## src/rtl/sha3_pkg.sv

```systemverilog
// Shared SHA3-512 constants and the squeeze FSM state type.
package sha3_pkg;

  localparam int RATE_W   = 576;
  localparam int CAP_W    = 1024;
  localparam int DIGEST_W = 512;
  localparam int WORD_W   = 32;
  localparam int NWORDS   = DIGEST_W / WORD_W;

  typedef enum logic [1:0] {
    IDLE   = 2'd0,
    STREAM = 2'd1,
    DONE   = 2'd2
  } squeeze_state_t;

endpackage

```

## src/rtl/squeeze_ser.sv

```systemverilog
// Loadable right-shift register for the digest, with the word counter and
// the final-word indication. The counter saturates at NWORDS-1.
module squeeze_ser #(
  parameter int DIGEST_W = 512,
  parameter int WORD_W   = 32
) (
  input  logic                clk,
  input  logic                rst,
  input  logic                load,
  input  logic [DIGEST_W-1:0] load_data,
  input  logic                shift,
  output logic [WORD_W-1:0]   word,
  output logic                last
);

  localparam int NWORDS = DIGEST_W / WORD_W;
  localparam int CNT_W  = (NWORDS > 1) ? $clog2(NWORDS) : 1;
  localparam logic [CNT_W-1:0] LAST_IDX = CNT_W'(NWORDS - 1);

  logic [DIGEST_W-1:0] shreg_r;
  logic [CNT_W-1:0]    cnt_r;

  // Capture the digest on load, otherwise shift one word out per transfer.
  always_ff @(posedge clk or posedge rst) begin
    if (rst) begin
      shreg_r <= '0;
      cnt_r   <= '0;
    end else if (load) begin
      shreg_r <= load_data;
      cnt_r   <= '0;
    end else if (shift) begin
      shreg_r <= shreg_r >> WORD_W;
      if (cnt_r != LAST_IDX) begin
        cnt_r <= cnt_r + CNT_W'(1);
      end else begin
        cnt_r <= cnt_r;
      end
    end else begin
      shreg_r <= shreg_r;
      cnt_r   <= cnt_r;
    end
  end

  assign word = shreg_r[WORD_W-1:0];
  assign last = (cnt_r == LAST_IDX);

endmodule

```

## src/rtl/squeeze.sv

```systemverilog
// SHA3-512 squeeze stage: captures the digest from the Keccak-f rate output
// on a rising abs_ready_i and streams it out as WORD_W-bit words.
// Optional macro SQUEEZE_BYTE_SWAP_EN byte-reverses each output word.
module squeeze #(
  parameter int RATE_W   = sha3_pkg::RATE_W,
  parameter int DIGEST_W = sha3_pkg::DIGEST_W,
  parameter int WORD_W   = sha3_pkg::WORD_W
) (
  input  logic              clk,
  input  logic              rst,
  input  logic [RATE_W-1:0] abs_data_i,
  input  logic              abs_ready_i,
  output logic [WORD_W-1:0] dout,
  output logic              dout_valid,
  input  logic              dout_ready,
  output logic              dout_last,
  output logic              busy,
  output logic              digest_done,
  output logic              overrun
);

  import sha3_pkg::squeeze_state_t;
  import sha3_pkg::IDLE;
  import sha3_pkg::STREAM;
  import sha3_pkg::DONE;

  squeeze_state_t state_r, state_n;
  logic           abs_ready_q;
  logic           rise;
  logic           load;
  logic           shift;
  logic           ovr_set;
  logic           overrun_r;
  logic [WORD_W-1:0] ser_word;
  logic           ser_last;

  // Reverse byte order within a word for big-endian host reading.
  function automatic logic [WORD_W-1:0] swap_bytes(input logic [WORD_W-1:0] w);
    logic [WORD_W-1:0] r;
    r = '0;
    for (int i = 0; i < WORD_W / 8; i++) begin
      r[8*i +: 8] = w[WORD_W-8-8*i +: 8];
    end
    return r;
  endfunction

  // Upper rate bits beyond the digest carry no output information.
  if (RATE_W > DIGEST_W) begin : g_unused
    logic unused_rate_bits;
    assign unused_rate_bits = ^abs_data_i[RATE_W-1:DIGEST_W];
  end

  assign rise = abs_ready_i & ~abs_ready_q;

  // State register and the delayed copy of abs_ready_i for edge detection.
  always_ff @(posedge clk or posedge rst) begin
    if (rst) begin
      state_r     <= IDLE;
      abs_ready_q <= 1'b0;
    end else begin
      state_r     <= state_n;
      abs_ready_q <= abs_ready_i;
    end
  end

  // Next-state logic; a rise outside IDLE is dropped and flagged.
  always_comb begin
    state_n = state_r;
    load    = 1'b0;
    shift   = 1'b0;
    ovr_set = 1'b0;
    case (state_r)
      IDLE: begin
        if (rise) begin
          load    = 1'b1;
          state_n = STREAM;
        end else begin
          state_n = IDLE;
        end
      end
      STREAM: begin
        ovr_set = rise;
        if (dout_ready) begin
          shift = 1'b1;
          if (ser_last) begin
            state_n = DONE;
          end else begin
            state_n = STREAM;
          end
        end else begin
          state_n = STREAM;
        end
      end
      DONE: begin
        ovr_set = rise;
        state_n = IDLE;
      end
      default: begin
        state_n = IDLE;
      end
    endcase
  end

  // Sticky overrun flag, cleared only by an accepted capture.
  always_ff @(posedge clk or posedge rst) begin
    if (rst) begin
      overrun_r <= 1'b0;
    end else if (load) begin
      overrun_r <= 1'b0;
    end else if (ovr_set) begin
      overrun_r <= 1'b1;
    end else begin
      overrun_r <= overrun_r;
    end
  end

  squeeze_ser #(
    .DIGEST_W (DIGEST_W),
    .WORD_W   (WORD_W)
  ) u_ser (
    .clk       (clk),
    .rst       (rst),
    .load      (load),
    .load_data (abs_data_i[DIGEST_W-1:0]),
    .shift     (shift),
    .word      (ser_word),
    .last      (ser_last)
  );

`ifdef SQUEEZE_BYTE_SWAP_EN
  assign dout = swap_bytes(ser_word);
`else
  assign dout = ser_word;
`endif

  assign dout_valid  = (state_r == STREAM);
  assign dout_last   = (state_r == STREAM) & ser_last;
  assign busy        = (state_r != IDLE);
  assign digest_done = (state_r == DONE);
  assign overrun     = overrun_r;

endmodule
```

## config.mk

```make
export PLATFORM = sky130hd
export DESIGN_NAME = squeeze
export DESIGN_NICKNAME = d
export VERILOG_FILES = /design/src/rtl/sha3_pkg.sv /design/src/rtl/squeeze_ser.sv /design/src/rtl/squeeze.sv
export SDC_FILE = /design/constraint.sdc
export NUM_CORES = 2
export LEC_CHECK = 0
export BUFFER_PORTS_ARGS = -buffer_cell sky130_fd_sc_hd__buf_2
export CAP_MARGIN = 10
export CELL_PAD_IN_SITES_DETAIL_PLACEMENT = 2
export CELL_PAD_IN_SITES_GLOBAL_PLACEMENT = 2
export CORE_MARGIN = 8
export CORE_UTILIZATION = 30
export DETAILED_ROUTE_END_ITERATION = 10
export HOLD_SLACK_MARGIN = 0.06
export PLACE_DENSITY_LB_ADDON = 0.1
export SETUP_SLACK_MARGIN = 0.3
export SLEW_MARGIN = 20
export SYNTH_ARGS = -nofsm -noshare
export SYNTH_HDL_FRONTEND = slang
export SYNTH_HIERARCHICAL = 1
export SYNTH_SLANG_ARGS = --single-unit
export TNS_END_PERCENT = 5
```

## constraint.sdc

```tcl
create_clock -name clk -period 14.25 [get_ports clk]
set_input_delay 0.7125 -clock clk [delete_from_list [all_inputs] [get_ports clk]]
set_output_delay 0.7125 -clock clk [all_outputs]
set_load 0.1 [all_outputs]
```

==> flow_summary.html <==
<table>
<tr><th>Metric</th><th>Value</th></tr>
<tr><th colspan="2">Pwr</th></tr>
<tr><td>Leakage power of the design</td><td>between 0.01 and 0.015 µW</td></tr>
<tr><td>Worst vdd ir</td><td>0.0000902 V</td></tr>
<tr><td>PD cells</td><td>211 nW/µm²</td></tr>
<tr><td>Comb pwr share</td><td>29.8%</td></tr>
<tr><td>Fraction of power consumed by sequential logic</td><td>43.2%</td></tr>
<tr><td>Net switching power of the design</td><td>between 2000 and 2500 µW</td></tr>
<tr><td>Clock network fraction of total power</td><td>roughly 27%</td></tr>
<tr><td>Total chip power</td><td>6170 µW</td></tr>
<tr><td>Switching Fraction</td><td>37.4%</td></tr>
<tr><td>Design internal power</td><td>3860 µW</td></tr>
<tr><th colspan="2">Cells and area</th></tr>
<tr><td>End-of-flow core utilization</td><td>a little under two fifths</td></tr>
<tr><td>Layout Area Growth over Synthesis</td><td>22.1%</td></tr>
<tr><td>Fraction of final layout cells with drive strength greater than 1</td><td>24.2%</td></tr>
<tr><td>Final #Nets</td><td>3,308</td></tr>
<tr><th colspan="2">Global routing</th></tr>
<tr><td>Tot GR Track Use</td><td>19.1%</td></tr>
<tr><td>Via count of the first global-routing pass</td><td>20,900</td></tr>
<tr><td>GR Util met2</td><td>35.1%</td></tr>
<tr><td>Met3 GRT Util</td><td>5.52%</td></tr>
<tr><td>GRT Residual Overflow</td><td>0</td></tr>
<tr><td>Wire length of the first global-routing pass</td><td>132,000 µm</td></tr>
<tr><td>Most utilized layer in the global route result</td><td>met2</td></tr>
<tr><td>Maximum number of pins on one net before global-route repair</td><td>239</td></tr>
<tr><td>Number of antenna violations at the first check in global routing</td><td>slightly below 70</td></tr>
<tr><td>Met1 routing resource usage after global routing</td><td>between 20 and 25%</td></tr>
<tr><th colspan="2">Yosys</th></tr>
<tr><td>Synth Warn #</td><td>6</td></tr>
<tr><td>Total standard cell area after synthesis</td><td>24,000 µm²</td></tr>
<tr><td>Synthesized area per cell</td><td>between 10 and 15 µm²</td></tr>
<tr><td>Mapped Nets</td><td>2,877</td></tr>
<tr><td>Post-synthesis register bit count</td><td>520</td></tr>
<tr><td>Sequential cell area fraction in the yosys report</td><td>54.3%</td></tr>
<tr><td>Number of different library cells in the post-synthesis netlist</td><td>26</td></tr>
<tr><td>Post-Synthesis Cells</td><td>2,293</td></tr>
<tr><th colspan="2">Critical path</th></tr>
<tr><td>Setup crit end kind</td><td>flip-flop</td></tr>
<tr><td>Required arrival time at the worst endpoint</td><td>14.70 ns</td></tr>
<tr><td>Setup Crit Path Kind</td><td>reg2reg</td></tr>
<tr><td>Peak per-stage delay on the critical path</td><td>~0.90 ns</td></tr>
<tr><td>Most frequent cell on the critical path</td><td>buf_4</td></tr>
<tr><td>Biggest fanout along the worst timing path</td><td>110</td></tr>
<tr><td>Critical path data arrival time</td><td>approximately 4.9 ns</td></tr>
<tr><td>Slowest cell on crit path</td><td>buf_4</td></tr>
<tr><td>Cells along the critical path</td><td>inv_1, ha_1, and3b_4, buf_4, buf_4, buf_4, o21ai_0</td></tr>
<tr><td>Startpoint Class</td><td>flip-flop</td></tr>
<tr><th colspan="2">Drt</th></tr>
<tr><td>Drt first pass iters</td><td>4</td></tr>
<tr><td>Via count normalized by instance count</td><td>4.79</td></tr>
<tr><td>Mean routed wirelength per cell</td><td>between 20 and 25 µm</td></tr>
<tr><td>Detailed-route DRC error count</td><td>0</td></tr>
<tr><td>Via count</td><td>~19,000</td></tr>
<tr><td>Number of DRC violations after detailed-routing iteration 0</td><td>734</td></tr>
<tr><td>Number of nets with antenna violations after detailed routing</td><td>0</td></tr>
<tr><td>Detailed Route WL</td><td>88,600 µm</td></tr>
<tr><th colspan="2">STA</th></tr>
<tr><td>Number of max-slew violations in the final report</td><td>0</td></tr>
<tr><td>Maximum frequency from static timing analysis</td><td>about 230 MHz</td></tr>
<tr><td>Post-layout min period</td><td>4.40 ns</td></tr>
<tr><td>Final sum of negative setup slack</td><td>0 ns</td></tr>
<tr><td>Final Hold Viols</td><td>0</td></tr>
<tr><td>Unrepaired setup endpoints after global routing</td><td>false</td></tr>
<tr><td>Max-Slew Margin vs Limit</td><td>21.6%</td></tr>
<tr><td>Final worst path period share</td><td>between 30% and 40%</td></tr>
<tr><td>Maximum clock skew at final layout</td><td>0.0187 ns</td></tr>
<tr><td>Worst hold margin</td><td>0.255 ns</td></tr>
<tr><td>Final number of setup-violating endpoints</td><td>0</td></tr>
<tr><td>Slew of the pin with the lowest slew margin</td><td>1.18 ns</td></tr>
<tr><th colspan="2">Die</th></tr>
<tr><td>Placeable core area</td><td>79,000 µm²</td></tr>
<tr><td>Starting Density</td><td>30.3%</td></tr>
<tr><td>Horiz. Die Dim</td><td>299 µm</td></tr>
<tr><td>Cell Rows</td><td>slightly above 100</td></tr>
<tr><td>Number of top-level pins</td><td>617</td></tr>
<tr><td>Chip Height</td><td>299 µm</td></tr>
<tr><td>Overall die area</td><td>89,200 µm²</td></tr>
<tr><th colspan="2">CTS</th></tr>
<tr><td>Post-cts repair resize count</td><td>0</td></tr>
<tr><td>Htree depth</td><td>2</td></tr>
<tr><td>Cts bufs inserted</td><td>61</td></tr>
<tr><td>Clk Tree Root Cell</td><td>clkbuf_16</td></tr>
<tr><td>Source-to-sink clock delay at the later pin of the worst-skew pair</td><td>0.62 ns</td></tr>
<tr><td>Clock-pin transition on the worst setup and hold timing paths</td><td>about 0.060 ns</td></tr>
<tr><td>Num Clock Sinks</td><td>between 500 and 600</td></tr>
<tr><td>CTS tree</td><td>done</td></tr>
<tr><td>Maximum root-to-sink buffer count</td><td>3</td></tr>
<tr><th colspan="2">Placed design</th></tr>
<tr><td>Count of buffers inserted at the top-level ports</td><td>~550</td></tr>
<tr><td>Detailed-placement wirelength estimate</td><td>around 66,000 µm</td></tr>
<tr><td>Gp weighted congestion</td><td>0.803</td></tr>
<tr><th colspan="2">Status</th></tr>
<tr><td>Status</td><td>completed</td></tr>
<tr><th colspan="2">Min path</th></tr>
<tr><td>Kind of path behind the tightest hold check</td><td>in2reg</td></tr>
<tr><th colspan="2">Job</th></tr>
<tr><td>Number of maximum-capacitance constraint violations</td><td>0</td></tr>
</table>
timing repair:
item / CTS / global route
endpoints found under the hold margin: 4 / 0
setup buffers: 0 / 0
hold buffers: 1 / 0
Yosys cell counts (all sizes together):
| cell type | n | share of area, % |
|---|---|---|
| nor2 | 1 | 0.016 |
| or2 | 1 | 0.026 |
| and4b | 1 | 0.042 |
| and3 | 2 | 0.052 |
| nand2 | 513 | 8.0 |
| and2 | 2 | 0.052 |
| mux2i | 481 | 20 |
| nand3b | 1 | 0.031 |
| clkbuf | 70 | 1.1 |
| a21o | 1 | 0.031 |
| ha | 4 | 0.21 |
| a21oi | 3 | 0.063 |
| nand4 | 1 | 0.026 |
| nand2b | 34 | 0.89 |
| and3b | 1 | 0.042 |
| dfrtp | 520 | 54 |
| o21ai | 513 | 11 |
| nor3 | 1 | 0.021 |
| mux2 | 1 | 0.047 |
| buf | 134 | 4.1 |
| nor2b | 2 | 0.052 |
| inv | 6 | 0.094 |
layer usage:
metal | part of all wire (%) | up-vias
met3 | 6.2 | 156
met2 | 52 | 406
met1 | 39 | 9176
met5 | 0.30 | -
met4 | 2.4 | 40
li1 | - | 8735
registers in the layout, summed over array words and instances, names as in the netlist:
register / count
abs_ready_q: 1
overrun: 1
state_r: 2
u_ser/cnt_r: 4
u_ser/shreg_r: 512
power groups by stage:
stage	Clock (µW)	Combinational (µW)	Sequential [µW]
after CTS	1720	1880	2700
after floorplan	0	1600	2400
after global routing	1770	2050	2750
after detailed placement	0	1870	2720
final	1660	1840	2670
after global placement	0	1780	2690
critical path, delay by kind of cell (launching register included):
| family | cells | cell delay (ns) |
|---|---|---|
| buffers and inverters | 4 | 2.40 |
| AND/OR/NAND/NOR | 1 | 0.84 |
| flip-flops | 1 | 0.39 |
| AO/OA/AOI/OAI | 1 | 0.22 |
| adder cells (fa/ha/maj) | 1 | 0.18 |
placed cells by master, fill, tap and decap left out, types with 2 or more instances in the layout:
cell / count
a21oi_1: 3
and3_1: 2
buf_12: 5
buf_2: 552
buf_4: 12
buf_6: 2
bufinv_16: 6
clkbuf_1: 18
clkbuf_16: 63
clkbuf_8: 19
clkinv_2: 7
clkinvlp_4: 3
dfrtp_1: 520
diode_2: 34
ha_1: 4
inv_1: 5
mux2i_1: 481
nand2_1: 513
nand2b_1: 34
nor2b_1: 2
o21ai_0: 303
o21ai_1: 210
logic make-up (layout without fill, tap and decap cells):
group / after synthesis / count (layout) / share of synthesized area, %
simple gates: 560 / 560 / 9.28
mux: 482 / 482 / 20.1
other cells: 0 / 34 / 0
fa+ha+maj: 4 / 4 / 0.209
buf+inv: 210 / 694 / 5.28
compound gates: 517 / 517 / 10.8
flops: 520 / 520 / 54.3
stage by stage:
| stage | worst slack, ns | instances | instance area (µm²) |
|---|---|---|---|
| 2_1_floorplan | 6.53 | 2293 | 24000 |
| 3_3_place_gp | 9.72 | 3710 | 27000 |
| 3_5_place_dp | 9.63 | 3710 | 27000 |
| 4_1_cts | 9.78 | 3827 | 29200 |
| 5_1_grt | 9.35 | 3840 | 29200 |
| 6_report | 9.85 | 3861 | 29300 |
worst paths after layout:
check / slack, ns / start / end / depth (start not counted)
worst max-delay path: 9.85 / state_r[0]$_DFF_PP0_ / u_ser/shreg_r[253]$_DFFE_PP0P_ / 7
worst min-delay path: 0.26 / abs_ready_i / abs_ready_q$_DFF_PP0_ / 1
worst max register to register: 9.85 / state_r[0]$_DFF_PP0_ / u_ser/shreg_r[253]$_DFFE_PP0P_ / 7
worst min register to register: 0.53 / overrun$_DFFE_PP0P_ / overrun$_DFFE_PP0P_ / 2
max in group asynchronous: 11.31 / rst / u_ser/shreg_r[289]$_DFFE_PP0P_ / 5
min in group asynchronous: 0.57 / rst / overrun$_DFFE_PP0P_ / 3
layout make-up:
| type | count | area, µm² |
|---|---|---|
| clock inverters | 16 | 239 |
| fillers | 8640 | 49700 |
| inverters | 6 | 26.3 |
| well taps | 1050 | 1310 |
| repair buffers | 572 | 2990 |
| multi-input cells | 1563 | 9700 |
| flip-flops and latches | 520 | 13000 |
| clock buffers | 100 | 1910 |
| diodes | 34 | 85.1 |
(Power assumes the default switching activity.)
